`config.mk`:
```
export PLATFORM = sky130hd
export DESIGN_NAME = md_seq_ctrl_flat
export DESIGN_NICKNAME = d
export VERILOG_FILES = /design/src/rtl/md_seq_ctrl_if.sv /design/src/rtl/md_seq_ctrl.sv /design/src/flat_wrapper.sv
export SDC_FILE = /design/constraint.sdc
export NUM_CORES = 1
export LEC_CHECK = 0
export ABC_AREA = 1
export CAP_MARGIN = 15
export CORE_MARGIN = 4
export CORE_UTILIZATION = 35
export CTS_BUF_LIST = sky130_fd_sc_hd__clkbuf_16
export DETAILED_ROUTE_END_ITERATION = 10
export GPL_TIMING_DRIVEN = 0
export PLACE_DENSITY = 0.69
export SYNTH_ARGS = -nofsm -noshare
export SYNTH_HDL_FRONTEND = slang
export SYNTH_SLANG_ARGS = --single-unit
```
`constraint.sdc`:
```
create_clock -name clk -period 3.6 [get_ports clk]
set_input_delay 0.36 -clock clk [delete_from_list [all_inputs] [get_ports clk]]
set_output_delay 0.36 -clock clk [all_outputs]
set_load 0.005 [all_outputs]
```
`src/rtl/md_seq_ctrl_if.sv`:
```
// HI/LO sequencer bundle: EX-side op request, multiplier/divider handshakes and
// the HI/LO register-file write port.
//   slave  : the sequencer (md_seq_ctrl)
//   master : the surroundings (EX stage, multiplier, divider, HI/LO file)
interface md_seq_ctrl_if;
    logic        flush;
    logic        op_valid;
    logic [2:0]  op_code;
    logic [31:0] src1;
    logic [31:0] src2;
    logic        stallreq;
    logic        busy;
    logic        mul_start;
    logic        mul_signed;
    logic [31:0] mul_a;
    logic [31:0] mul_b;
    logic [63:0] mul_result;
    logic        div_start;
    logic        div_annul;
    logic        div_signed;
    logic [31:0] div_a;
    logic [31:0] div_b;
    logic        div_ready;
    logic [63:0] div_result;
    logic        hi_we;
    logic        lo_we;
    logic [31:0] hi_wdata;
    logic [31:0] lo_wdata;

    modport slave (
        input  flush, op_valid, op_code, src1, src2,
        input  mul_result, div_ready, div_result,
        output stallreq, busy,
        output mul_start, mul_signed, mul_a, mul_b,
        output div_start, div_annul, div_signed, div_a, div_b,
        output hi_we, lo_we, hi_wdata, lo_wdata
    );

    modport master (
        output flush, op_valid, op_code, src1, src2,
        output mul_result, div_ready, div_result,
        input  stallreq, busy,
        input  mul_start, mul_signed, mul_a, mul_b,
        input  div_start, div_annul, div_signed, div_a, div_b,
        input  hi_we, lo_we, hi_wdata, lo_wdata
    );
endinterface

```
`src/rtl/md_seq_ctrl.sv`:
```
// md_seq_ctrl: sequences the HI/LO arithmetic units behind EX.
// Accepts one mult/multu/div/divu/mthi/mtlo op, launches the pipelined
// multiplier or iterative divider, stalls the pipeline until the result is
// available and then issues a single-cycle HI/LO write.
// Ports:
//   clk, rst        clock, synchronous active-high reset
//   bus (slave)     op request (flush/op_valid/op_code/src1/src2), stallreq/busy,
//                   multiplier and divider handshakes, HI/LO write port
// Parameters:
//   MUL_LAT  multiplier latency after mul_start (1..7)
//   DIV_TMO  divider watchdog in DIV_RUN cycles
//
// state    | meaning
// ---------+------------------------------------------------------------
// IDLE     | no op in flight; mthi/mtlo written straight through
// MUL_WAIT | multiplier running, counting down to result
// DIV_RUN  | divider running (div_start held), watchdog counting
// DONE     | one cycle HI/LO write of the captured result
module md_seq_ctrl #(
    parameter int MUL_LAT = 2,
    parameter int DIV_TMO = 40
) (
    input logic          clk,
    input logic          rst,
    md_seq_ctrl_if.slave bus
);
    localparam int              WD_W     = $clog2(DIV_TMO + 1);
    localparam logic [2:0]      CNT_INIT = 3'(MUL_LAT - 1);
    localparam logic [WD_W-1:0] WD_LAST  = WD_W'(DIV_TMO - 1);

    typedef enum logic [1:0] {IDLE, MUL_WAIT, DIV_RUN, DONE} state_t;

    state_t          state;
    logic [2:0]      cnt;
    logic [WD_W-1:0] wd;
    logic [31:0]     a_q;
    logic [31:0]     b_q;
    logic            sgn_q;
    logic [63:0]     res_q;
    logic [1:0]      mask_q;

    logic in_idle, op_mul, op_div, op_mthi, op_mtlo, wd_expire;

    assign in_idle   = (state == IDLE);
    assign op_mul    = bus.op_valid && (bus.op_code[2:1] == 2'b00);
    assign op_div    = bus.op_valid && (bus.op_code[2:1] == 2'b01);
    assign op_mthi   = bus.op_valid && (bus.op_code == 3'd4);
    assign op_mtlo   = bus.op_valid && (bus.op_code == 3'd5);
    // A ready response in the final watchdog cycle still wins over the timeout.
    assign wd_expire = (state == DIV_RUN) && !bus.div_ready && (wd == WD_LAST);

    always_ff @(posedge clk) begin
        if (rst) begin
            state  <= IDLE;
            cnt    <= '0;
            wd     <= '0;
            a_q    <= '0;
            b_q    <= '0;
            sgn_q  <= 1'b0;
            res_q  <= '0;
            mask_q <= 2'b00;
        end else if (bus.flush) begin
            state <= IDLE;
        end else begin
            unique case (state)
                IDLE: begin
                    if (op_mul || op_div) begin
                        a_q   <= bus.src1;
                        b_q   <= bus.src2;
                        sgn_q <= ~bus.op_code[0];
                    end
                    if (op_mul) begin
                        cnt   <= CNT_INIT;
                        state <= MUL_WAIT;
                    end else if (op_div) begin
                        if (bus.src2 == 32'd0) begin
                            // Divide-by-zero never reaches the divider.
                            res_q  <= {bus.src1, 32'hFFFF_FFFF};
                            mask_q <= 2'b11;
                            state  <= DONE;
                        end else begin
                            wd    <= '0;
                            state <= DIV_RUN;
                        end
                    end
                end
                MUL_WAIT: begin
                    if (cnt == 3'd0) begin
                        res_q  <= bus.mul_result;
                        mask_q <= 2'b11;
                        state  <= DONE;
                    end else begin
                        cnt <= cnt - 3'd1;
                    end
                end
                DIV_RUN: begin
                    wd <= wd + 1'b1;
                    if (bus.div_ready) begin
                        res_q  <= bus.div_result;
                        mask_q <= 2'b11;
                        state  <= DONE;
                    end else if (wd == WD_LAST) begin
                        res_q  <= '0;
                        mask_q <= 2'b11;
                        state  <= DONE;
                    end
                end
                DONE: begin
                    // op_valid is still the op just finished; do not relaunch it.
                    mask_q <= 2'b00;
                    state  <= IDLE;
                end
                default: state <= IDLE;
            endcase
        end
    end

    assign bus.busy      = !in_idle;
    assign bus.stallreq  = !bus.flush &&
                           ((in_idle && (op_mul || op_div)) ||
                            (state == MUL_WAIT) || (state == DIV_RUN));

    // Operands are forwarded on the launch cycle so the multiplier sees them
    // together with mul_start; afterwards the latched copies hold them.
    assign bus.mul_start  = in_idle && op_mul && !bus.flush;
    assign bus.mul_a      = bus.mul_start ? bus.src1 : a_q;
    assign bus.mul_b      = bus.mul_start ? bus.src2 : b_q;
    assign bus.mul_signed = bus.mul_start ? ~bus.op_code[0] : sgn_q;

    assign bus.div_start  = (state == DIV_RUN);
    assign bus.div_annul  = ((state == DIV_RUN) && bus.flush) || wd_expire;
    assign bus.div_signed = sgn_q;
    assign bus.div_a      = a_q;
    assign bus.div_b      = b_q;

    assign bus.hi_we    = !bus.flush && (((state == DONE) && mask_q[1]) || (in_idle && op_mthi));
    assign bus.lo_we    = !bus.flush && (((state == DONE) && mask_q[0]) || (in_idle && op_mtlo));
    assign bus.hi_wdata = (state == DONE)      ? res_q[63:32] :
                          (in_idle && op_mthi) ? bus.src1     : 32'd0;
    assign bus.lo_wdata = (state == DONE)      ? res_q[31:0]  :
                          (in_idle && op_mtlo) ? bus.src1     : 32'd0;
endmodule

```
`src/flat_wrapper.sv`:
```
// flat-port wrapper written by rule: the top's interface ports become plain ports
module md_seq_ctrl_flat 
#(
    parameter int MUL_LAT = 2,
    parameter int DIV_TMO = 40
)
  (clk, rst, bus_flush, bus_op_valid, bus_op_code, bus_src1, bus_src2, bus_mul_result, bus_div_ready, bus_div_result, bus_stallreq, bus_busy, bus_mul_start, bus_mul_signed, bus_mul_a, bus_mul_b, bus_div_start, bus_div_annul, bus_div_signed, bus_div_a, bus_div_b, bus_hi_we, bus_lo_we, bus_hi_wdata, bus_lo_wdata);
  md_seq_ctrl_if bus_i ();
  input logic clk;
  input logic rst;
  input wire logic [$bits(bus_i.flush)-1:0] bus_flush;
  input wire logic [$bits(bus_i.op_valid)-1:0] bus_op_valid;
  input wire logic [$bits(bus_i.op_code)-1:0] bus_op_code;
  input wire logic [$bits(bus_i.src1)-1:0] bus_src1;
  input wire logic [$bits(bus_i.src2)-1:0] bus_src2;
  input wire logic [$bits(bus_i.mul_result)-1:0] bus_mul_result;
  input wire logic [$bits(bus_i.div_ready)-1:0] bus_div_ready;
  input wire logic [$bits(bus_i.div_result)-1:0] bus_div_result;
  output wire logic [$bits(bus_i.stallreq)-1:0] bus_stallreq;
  output wire logic [$bits(bus_i.busy)-1:0] bus_busy;
  output wire logic [$bits(bus_i.mul_start)-1:0] bus_mul_start;
  output wire logic [$bits(bus_i.mul_signed)-1:0] bus_mul_signed;
  output wire logic [$bits(bus_i.mul_a)-1:0] bus_mul_a;
  output wire logic [$bits(bus_i.mul_b)-1:0] bus_mul_b;
  output wire logic [$bits(bus_i.div_start)-1:0] bus_div_start;
  output wire logic [$bits(bus_i.div_annul)-1:0] bus_div_annul;
  output wire logic [$bits(bus_i.div_signed)-1:0] bus_div_signed;
  output wire logic [$bits(bus_i.div_a)-1:0] bus_div_a;
  output wire logic [$bits(bus_i.div_b)-1:0] bus_div_b;
  output wire logic [$bits(bus_i.hi_we)-1:0] bus_hi_we;
  output wire logic [$bits(bus_i.lo_we)-1:0] bus_lo_we;
  output wire logic [$bits(bus_i.hi_wdata)-1:0] bus_hi_wdata;
  output wire logic [$bits(bus_i.lo_wdata)-1:0] bus_lo_wdata;
  assign bus_i.flush = bus_flush;
  assign bus_i.op_valid = bus_op_valid;
  assign bus_i.op_code = bus_op_code;
  assign bus_i.src1 = bus_src1;
  assign bus_i.src2 = bus_src2;
  assign bus_i.mul_result = bus_mul_result;
  assign bus_i.div_ready = bus_div_ready;
  assign bus_i.div_result = bus_div_result;
  assign bus_stallreq = bus_i.stallreq;
  assign bus_busy = bus_i.busy;
  assign bus_mul_start = bus_i.mul_start;
  assign bus_mul_signed = bus_i.mul_signed;
  assign bus_mul_a = bus_i.mul_a;
  assign bus_mul_b = bus_i.mul_b;
  assign bus_div_start = bus_i.div_start;
  assign bus_div_annul = bus_i.div_annul;
  assign bus_div_signed = bus_i.div_signed;
  assign bus_div_a = bus_i.div_a;
  assign bus_div_b = bus_i.div_b;
  assign bus_hi_we = bus_i.hi_we;
  assign bus_lo_we = bus_i.lo_we;
  assign bus_hi_wdata = bus_i.hi_wdata;
  assign bus_lo_wdata = bus_i.lo_wdata;
  md_seq_ctrl #(.MUL_LAT(MUL_LAT), .DIV_TMO(DIV_TMO)) u_core (.clk(clk), .rst(rst), .bus(bus_i));
endmodule
```
==> flow_metrics.tcl, run 1 <==
set metrics [dict create \
    core_mm2 0.0243 \
    comb_power_share_pct 22.8 \
    vias 11300 \
    syn_area_mm2 0.00865 \
    synth_cell_type_count 27 \
    cts_max_level 4 \
    detailedPlace.worstSlack_ns 0.175 \
    clkTransAtPathRegs_ns 0.06 \
    numClockSinks 141 \
    vias_per_cell 5.05 \
    switching_share_pct 28.5 \
    final_cell_mix "496 x nand2_1, 400 x clkdlybuf4s50_1, 219 x nor2_1" \
    endpoint_kind "output pin" \
    drt_iter0_drc 946 \
    ios 401 \
    detail_route.wl_per_cell_um 18.6 \
    area_delta_synth_final_pct 58.0 \
    numPlacedInstances 2200 \
    p_leak_nw 5.65 \
    hold_path_class "flop to flop" \
    io_buffers 400 \
    globalplace.congestion 0.911 \
    postLayoutCellArea_mm2 0.0137 \
    fin_util_pct 56.2 \
    status "complete, no violations" \
    start_util_pct 35.6 \
    p_switching_mw 1.28 \
    final_nets 2103 \
    yosysWarnings 0 \
    placed_area_mm2 0.0131 \
    cp-start-kind "flop" \
    final_common_cell "nand2_1" \
    clk_latency_ns 0.42 \
    drcViolationCount 0 \
    postSynthAreaPerCell_um2 5.86 \
    hold_viol 0 \
    syn-instance-count 1476 \
    cts_tree "built" \
    ys_seq_area_share_pct 32.6 \
    place_hpwl_mm 32.6 \
    stdcell_count 2232 \
    drive_above_1_share_pct 3.36 \
    grt_max_degree 17 \
    crit_type "flop to output pin" \
    critPathArrivalTime_ns 3.07 \
    finalCritPeriodShare_pct 95.2 \
    design_power_total_mw 4.49 \
    firstDrtPassIters 5 \
    fin_hold_ws_ns 0.487 \
    power_density_mw_per_mm2 329 \
    ir_worst_vdd_mv 0.182 \
    p_clk_share_pct 40.4 \
    crit_required_ns 3.24 \
    grt_pass1_vias 10400 \
    setup_viol 0 \
    multi_input_area_mm2 0.00476 \
    cts_buffer_depth 2 \
    fmax_ghz 0.292 \
    p_int_mw 3.21 \
    seqCellArea_mm2 0.00282 \
    yosys_register_bits 141 \
    syn-num-nets 1684 \
    crit_path_max_fanout 10 \
    grt_pass1_wl_mm 59.9 \
    clockRootBuffer "clkbuf_16" \
    n_fill_cell 2401 \
    final_max_slew_viol_count 0 \
    relSlewSlack_pct 48.2 \
    fin_crit_ns 3.43 \
    cts_made_buffers 17 \
    die_w_um 165 \
    clock-skew-final_ns 0.0129 \
    die_y_um 165 \
    ant_nets 0 \
    grt_overflow 0 \
    rows 57 \
    finalWirelength_mm 41.5 \
    tightest_slew_ns 0.777 \
    cap_violations 0 \
    seqPwrFrac_pct 36.8 \
    cts_setup_buffers 0 \
    setup_ws_ns 0.173 \
    dieArea_mm2 0.0273 \
    track_usage_pct 28.9 \
    final.setup.tns_ns 0 \
    antenna_found_initial 0 \
]
## path summary, 6_finish.rpt
path	endpoint	start	slack, ns	depth (start not counted)
worst max register to register	u_core.res_q[20]$_SDFFE_PP0P_	u_core.state[1]$_SDFFE_PP0P_	0.85	9
worst min register to register	u_core.wd[3]$_SDFFE_PP0P_	u_core.wd[3]$_SDFFE_PP0P_	0.49	2
worst min-delay path	u_core.wd[3]$_SDFFE_PP0P_	u_core.wd[3]$_SDFFE_PP0P_	0.49	2
worst max-delay path	bus_lo_wdata[23]	u_core.state[1]$_SDFFE_PP0P_	0.17	9
## critical path, stage by stage, from the launching register on
cell	delay [ns]
dfxtp_1	0.35
inv_1	0.11
ha_1	0.14
buf_2	0.18
nand2_1	0.09
inv_1	0.07
nand4_1	0.42
clkbuf_2	0.38
o22ai_1	0.31
clkdlybuf4s50_1	0.58
## state kept, by name, indices dropped and copies added, names as in the netlist
name / flops
u_core.wd: 6
u_core.bus.div_a: 32
u_core.bus.div_b: 32
u_core.res_q: 64
u_core.bus.div_signed: 1
u_core.state: 2
u_core.cnt: 3
u_core.mask_q: 1
## repair_timing
action,in CTS,in global routing
pin swaps,0,1
hold buffers,0,0
endpoints found under the setup margin,16,21
gates cloned,0,0
resized for setup,1,8
## layout make-up
class,instances,share of cell area (%)
Antenna cell,1,0.0183
Buffer,105,3.56
Clock buffer,17,3.11
Clock inverter,14,1.24
Inverter,159,4.37
Multi-Input combinational cell,1071,34.8
Sequential cell,141,20.6
Tap cell,324,2.97
Timing Repair Buffer,400,29.3
## synthesized netlist by cell type
master    count  area share (%)
a211oi_1      1           0.087
a21oi_1      84             4.9
a221oi_1      7            0.71
buf_1        10            0.43
buf_2        14            0.81
buf_4         3            0.26
buf_6         8             1.0
clkbuf_1     70             3.0
clkinv_1      3            0.13
dfxtp_1     141              33
ha_1          8             1.2
inv_1       153             6.6
inv_2         3            0.13
nand2_1     496              22
nand3_1      13            0.75
nand3_4       1            0.20
nand4_1      65             4.7
nor2_1      219             9.5
nor2_4        1            0.13
nor3_1        3            0.17
nor3_2        1            0.12
nor3b_1       1           0.087
o21ai_0     103             6.0
o21ai_1       1           0.058
o21ai_2       1            0.10
o22ai_1      65             4.7
xnor2_1       1            0.10
## cell families after synthesis
kind of cell,count (synthesis),synth area share (%)
AOI/OAI and AO/OA,262,16.5
xor gates and xnor gates,1,0.101
adders and majority gates,8,1.16
buffers and inverters,264,12.5
DFF,141,32.6
and+or+nand+nor,800,37.2
## metal layers
metal | GRT usage [%] | part of all wire [%]
met5 | 0 | 0
met4 | 10.6 | 3.1
met3 | 6.83 | 9.2
met2 | 49.5 | 48
met1 | 35.4 | 40
## power by group through the flow
stage / registers [mW] / logic (mW) / clock network, mW
6_report: 1.65 / 1.02 / 1.82
5_1_grt: 1.66 / 1.12 / 1.89
4_1_cts: 1.65 / 1.02 / 1.84
3_5_place_dp: 1.69 / 1.01 / 0
3_3_place_gp: 1.69 / 1.00 / 0
2_1_floorplan: 1.68 / 0.392 / 0
Note: power is estimated with default switching activity, not from simulation.
==> run 2: changes to the inputs <==
- SLEW_MARGIN: default -> 10
==> results of run 2 <==
Same layout as run 1: the final DEF is identical, and so are final timing and power.
